**src/rtl/exec_seq_pkg.sv**
```systemverilog
// Shared definitions for the exec_sequencer control unit: opcodes, execute
// function selects, FSM states and instruction field positions.
package exec_seq_pkg;

    localparam logic [3:0] OP_NOP  = 4'h0;
    localparam logic [3:0] OP_ADD  = 4'h1;
    localparam logic [3:0] OP_SUB  = 4'h2;
    localparam logic [3:0] OP_MOV  = 4'h3;
    localparam logic [3:0] OP_INC  = 4'h4;
    localparam logic [3:0] OP_CLR  = 4'h5;
    localparam logic [3:0] OP_LDI  = 4'h6;
    localparam logic [3:0] OP_JMP  = 4'h7;
    localparam logic [3:0] OP_BEQZ = 4'h8;
    localparam logic [3:0] OP_HALT = 4'hF;

    localparam logic [2:0] FS_ZERO  = 3'd0;
    localparam logic [2:0] FS_ADD   = 3'd1;
    localparam logic [2:0] FS_SUB   = 3'd2;
    localparam logic [2:0] FS_PASSB = 3'd3;
    localparam logic [2:0] FS_INCB  = 3'd4;

    typedef enum logic [2:0] {
        ST_IDLE,
        ST_FETCH,
        ST_DECODE,
        ST_EXEC,
        ST_WB,
        ST_HALT
    } state_t;

    // Low bit of each instruction field; register fields are 4 bits, imm/target 8.
    localparam int OP_LSB  = 12;
    localparam int RD_LSB  = 8;
    localparam int RA_LSB  = 4;
    localparam int RB_LSB  = 0;
    localparam int IMM_LSB = 0;
    localparam int TGT_LSB = 4;

endpackage

```
**src/rtl/exec_seq_decode.sv**
```systemverilog
// Combinational instruction decoder: IR -> execute controls and flow flags.
// Branch opcodes decode only when EXEC_SEQ_BRANCH_EN is defined.
module exec_seq_decode
    import exec_seq_pkg::*;
(
    input  logic [15:0] i_ir,
    output logic [2:0]  o_fs,
    output logic        o_b_sel,
    output logic        o_writes_rd,
    output logic        o_is_jmp,
    output logic        o_is_beqz,
    output logic        o_is_halt,
    output logic [15:0] o_imm
);
    logic [3:0] w_op;
    logic       w_unused_rd;

    assign w_op        = i_ir[OP_LSB +: 4];
    assign w_unused_rd = ^i_ir[RD_LSB +: 4];
    assign o_imm       = {8'h00, i_ir[IMM_LSB +: 8]};

    always_comb begin
        o_fs        = FS_ZERO;
        o_b_sel     = 1'b0;
        o_writes_rd = 1'b0;
        o_is_jmp    = 1'b0;
        o_is_beqz   = 1'b0;
        o_is_halt   = 1'b0;
        case (w_op)
            OP_ADD: begin o_fs = FS_ADD;   o_writes_rd = 1'b1; end
            OP_SUB: begin o_fs = FS_SUB;   o_writes_rd = 1'b1; end
            OP_MOV: begin o_fs = FS_PASSB; o_writes_rd = 1'b1; end
            OP_INC: begin o_fs = FS_INCB;  o_writes_rd = 1'b1; end
            OP_CLR: begin o_fs = FS_ZERO;  o_writes_rd = 1'b1; end
            OP_LDI: begin
                o_fs        = FS_PASSB;
                o_b_sel     = 1'b1;
                o_writes_rd = 1'b1;
            end
`ifdef EXEC_SEQ_BRANCH_EN
            OP_JMP:  o_is_jmp = 1'b1;
            // Pass rb through the execute unit so alu_out reflects reg[rb].
            OP_BEQZ: begin o_fs = FS_PASSB; o_is_beqz = 1'b1; end
`endif
            OP_HALT: o_is_halt = 1'b1;
            default: ;
        endcase
    end

endmodule

```
**src/rtl/exec_sequencer.sv**
```systemverilog
// Multi-cycle fetch/decode/exec/writeback controller for the mini CPU.
// Define EXEC_SEQ_BRANCH_EN to implement JMP and BEQZ.
module exec_sequencer
    import exec_seq_pkg::*;
#(
    parameter int PC_W  = 8,
    parameter int RF_AW = 4
)
(
    input  logic             clk,
    input  logic             rst,
    input  logic             start,
    output logic             imem_req,
    output logic [PC_W-1:0]  imem_addr,
    input  logic             imem_ready,
    input  logic [15:0]      imem_rdata,
    output logic [RF_AW-1:0] rf_ra_addr,
    output logic [RF_AW-1:0] rf_rb_addr,
    output logic [RF_AW-1:0] rf_wa,
    output logic             rf_we,
    output logic             b_sel,
    output logic [15:0]      imm_out,
    output logic [2:0]       execute_fs,
    input  logic [15:0]      alu_out,
    output logic             busy,
    output logic             halted
);
    state_t          r_state, w_state_next;
    logic [PC_W-1:0] r_pc;
    logic [15:0]     r_ir;
    logic [PC_W-1:0] w_pc_next;
    logic            w_in_exwb;
    logic [2:0]      w_fs;
    logic            w_b_sel, w_writes_rd, w_is_jmp, w_is_beqz, w_is_halt;

    exec_seq_decode u_decode (
        .i_ir        (r_ir),
        .o_fs        (w_fs),
        .o_b_sel     (w_b_sel),
        .o_writes_rd (w_writes_rd),
        .o_is_jmp    (w_is_jmp),
        .o_is_beqz   (w_is_beqz),
        .o_is_halt   (w_is_halt),
        .o_imm       (imm_out)
    );

    always_ff @(posedge clk or posedge rst) begin
        if (rst) r_state <= ST_IDLE;
        else     r_state <= w_state_next;
    end

    always_comb begin
        w_state_next = r_state;
        imem_req     = 1'b0;
        busy         = 1'b0;
        halted       = 1'b0;
        w_in_exwb    = 1'b0;
        case (r_state)
            ST_IDLE:   if (start) w_state_next = ST_FETCH;
            ST_FETCH: begin
                busy     = 1'b1;
                imem_req = 1'b1;
                if (imem_ready) w_state_next = ST_DECODE;
            end
            ST_DECODE: begin
                busy         = 1'b1;
                w_state_next = ST_EXEC;
            end
            ST_EXEC: begin
                busy         = 1'b1;
                w_in_exwb    = 1'b1;
                w_state_next = ST_WB;
            end
            ST_WB: begin
                busy         = 1'b1;
                w_in_exwb    = 1'b1;
                w_state_next = w_is_halt ? ST_HALT : ST_FETCH;
            end
            ST_HALT: begin
                halted = 1'b1;
                if (start) w_state_next = ST_FETCH;
            end
            default:   w_state_next = ST_IDLE;
        endcase
    end

`ifdef EXEC_SEQ_BRANCH_EN
    logic w_take_branch;
    // alu_out carries reg[rb] here because fs/rb_addr are still held in WB.
    assign w_take_branch = w_is_jmp | (w_is_beqz & (alu_out == 16'h0000));
    assign w_pc_next     = w_take_branch ? PC_W'(r_ir[TGT_LSB +: 8]) : r_pc + PC_W'(1);
`else
    logic w_unused_branch;
    assign w_unused_branch = ^{alu_out, w_is_jmp, w_is_beqz};
    assign w_pc_next       = r_pc + PC_W'(1);
`endif

    always_ff @(posedge clk or posedge rst) begin
        if (rst) begin
            r_pc <= '0;
            r_ir <= '0;
        end else begin
            if ((r_state == ST_IDLE || r_state == ST_HALT) && start)
                r_pc <= '0;
            else if (r_state == ST_WB)
                r_pc <= w_pc_next;
            if (r_state == ST_FETCH && imem_ready)
                r_ir <= imem_rdata;
        end
    end

    assign imem_addr  = r_pc;
    assign rf_ra_addr = RF_AW'(r_ir[RA_LSB +: 4]);
    assign rf_rb_addr = RF_AW'(r_ir[RB_LSB +: 4]);
    assign rf_wa      = RF_AW'(r_ir[RD_LSB +: 4]);
    assign rf_we      = (r_state == ST_WB) & w_writes_rd;
    assign execute_fs = w_in_exwb ? w_fs : FS_ZERO;
    assign b_sel      = w_in_exwb & w_b_sel;

endmodule

```
**config.mk**
```make
export PLATFORM = sky130hd
export DESIGN_NAME = exec_sequencer
export DESIGN_NICKNAME = d
export VERILOG_FILES = /design/src/rtl/exec_seq_pkg.sv /design/src/rtl/exec_seq_decode.sv /design/src/rtl/exec_sequencer.sv
export SDC_FILE = /design/constraint.sdc
export NUM_CORES = 1
export LEC_CHECK = 0
export ABC_AREA = 1
export CORE_MARGIN = 4
export CORE_UTILIZATION = 46
export CTS_BUF_LIST = sky130_fd_sc_hd__clkbuf_8
export DETAILED_ROUTE_END_ITERATION = 8
export DONT_BUFFER_PORTS = 1
export HOLD_SLACK_MARGIN = 0.03
export PLACE_DENSITY = 0.71
export SLEW_MARGIN = 20
export SYNTH_ARGS = -nofsm -noshare
export SYNTH_HDL_FRONTEND = slang
export SYNTH_HIERARCHICAL = 1
export SYNTH_SLANG_ARGS = --single-unit
```
**constraint.sdc**
```tcl
create_clock -name clk -period 1.32 [get_ports clk]
set_input_delay 0.198 -clock clk [delete_from_list [all_inputs] [get_ports clk]]
set_output_delay 0.198 -clock clk [all_outputs]
set_load 0.01 [all_outputs]
```
==> reports/results.txt <==
For this configuration, the core starts out at a cell density of 48.5%. The signal on the critical path passes through nand2_2 -> nor2_4 -> nor2_4 -> nor2_4. The logs give 698 MHz for the peak clock frequency supported by timing and 0 for the count of antenna diodes in the layout.

The final worst setup slack was -112 ps; the first-pass GRT wire length was 5320 um. After the first detailed-routing iteration, the DRC count stood at 36. After detailed routing, the total wire length is 3360 um. At the worst endpoint, the required time is 1120 ps.

In the final routed layout, each cell accounts on average for 12.9 um. The max-capacitance violation count came out at 0. The logs give 1251 for the total number of vias and 80 for the total I/O pin count. For this run, the detailed router's first-pass iteration total came to 4.

STA classifies the critical path startpoint as a register. The multi-input combinational cells in the finished layout cover a total of 746 um2. Across every metal layer, demand over resource in global routing totals 15.6%. During synthesis, Yosys emitted a total of 6 warnings.

Most common library cell in the layout ignoring fill and taps: nand2_1. The final weighted congestion of routability-driven global placement was 0.788; the total number of placement rows was 21. In the routed design, unresolved DRC markers number 0. The post-layout minimum cycle time came out at 1430 ps. The count of cells in the finished layout, fillers not included, comes to 261. The design draws 4100 uW.

The die is 67.8 um wide. By instance count, the cell type seen most on the critical path is nor2_4. The clock passes through at most 2 buffers. The type of the most critical hold path is in -> reg. The count of input and output buffers came out at 0. The via density per instance is 4.79. The type of the worst setup path was reg -> out. Entering global routing, the biggest net connects 28 pins. The post-detailed-placement half-perimeter wirelength was 2300 um; the worst-path maximum fanout was 5. The synthesized cell area came out at 1640 um2.

The run gives 280 ps as the insertion delay of the later-clocked pin in the worst-skew pair. The die height came out at 67.8 um. The clock edge transition at the registers on the reported setup and hold paths was 100 ps; the number of instances in the synthesized netlist was 224. With fillers left out, the area of the finished cells amounts to 1760 um2. The post-route netlist has 22.3% of its cells at a drive strength greater than 1. The tools report the critical path endpoint category as an output pin. The layout-stage area growth over the synthesis result was 7.24%; the combined flip-flop and latch cell area was 681 um2.

After filler insertion, the fill cell instance count of the layout stands at 326. The tools report the number of global-route vias before repair as 1182. In this run the standard cell core region covers 3390 um2. Global routing finished with a remaining overflow of 0. The average instance area after synthesis was 7.33 um2.

The count of antenna-violating nets left after detailed routing is 0, and the deepest level of the CTS H-tree is 1. Leaving out fill and tap cells, the most frequent cells in the layout are nand2_1, dfrtp_1, nand3_1. The delay of the slowest critical-path stage is 460 ps. The reported leakage power came out at 0.000898 uW.

Counting tap cells, the placed design contains a total of 249 instances. The die footprint was 4590 um2. CTS buffer count: 3.

Dividing total power by cell area gives a power density of 2330 nW/um2. For the worst setup path, the data arrival time is 1230 ps. For this design, the slowest cell found on the critical path is dfrtp_2. The final layout contains 253 nets. The final reports fail on setup timing.

The tools report the count of final setup violators as 16. The initial antenna violation count is 0, and the setup clock skew after layout is 5.53 ps. The tree is rooted in a clkbuf_8. The number of sinks handled by clock tree synthesis was 27. After layout, the worst path uses 109% of the clock period. Max-slew violation count: 0. The final hold violation count is 0. TritonCTS built the clock tree.

Setup repair after global routing could not meet its margin everywhere. VDD sags by at most 0.860 mV. The run finished, with violations left.

In this run the cell area measured after placement is 1530 um2.
## flip-flops by register name, indices dropped and copies added (netlist names)
signal / cells
r_state: 3
r_ir: 16
imem_addr: 8
## power by group
group          internal (uW)  total (uW)  switching [uW]
registers               1140        1620             481
logic                    843        1980            1140
clock network            222         501             279
## critical path, delay by kind of cell (launching register included)
kind / cells / cell delay [ps]
and+or+nand+nor: 4 / 490
DFF: 1 / 460
## metal layers
metal | track usage (%) | vias up | share of wire [%]
met5 | 0 | - | 0
met4 | 7.85 | 0 | 2.0
met3 | 3.99 | 4 | 6.3
met2 | 27.2 | 31 | 48
met1 | 17.4 | 579 | 44
li1 | - | 637 | -
## metrics by stage
stage	worst slack [ps]	TNS (ps)	hold WS, ps	util, %
floorplan	28.8	0	251	-
global placement	41.7	0	170	45.2
detailed placement	3.80	0	181	45.2
CTS	-109	-1350	38.6	51.6
global route	-179	-3640	40.8	52.0
finish	-112	-1550	42.7	52.0
## layout make-up
| cell class | instances | share of cell area (%) |
|---|---|---|
| multi-input combinational | 148 | 42.3 |
| sequential | 27 | 38.6 |
| timing repair buffer | 14 | 8.24 |
| inverter | 22 | 4.69 |
| clock inverter | 1 | 0.497 |
| tap | 46 | 3.27 |
| clock buffer | 3 | 2.34 |
## path summary, 6_finish.rpt
path                       slack (ps)            end  cells after the start          start
max                              -110  execute_fs[2]                      4     r_state[2]
min                                40        r_ir[7]                      2  imem_rdata[7]
max reg2reg                      -100       r_ir[13]                      7     r_state[0]
min reg2reg                       550       r_ir[10]                      2       r_ir[10]
max in group asynchronous         640     r_state[2]                      3            rst
min in group asynchronous         410        r_ir[5]                      3            rst
## what timing repair did
item,in CTS,in global routing
hold endpoints to repair,27,0
endpoints found under the setup margin,11,35
gates cloned,1,0
buffers inserted,7,0
pin swaps,7,6
resized for setup,24,6
hold buffers,1,0
Note: power is estimated with default switching activity, not from simulation.
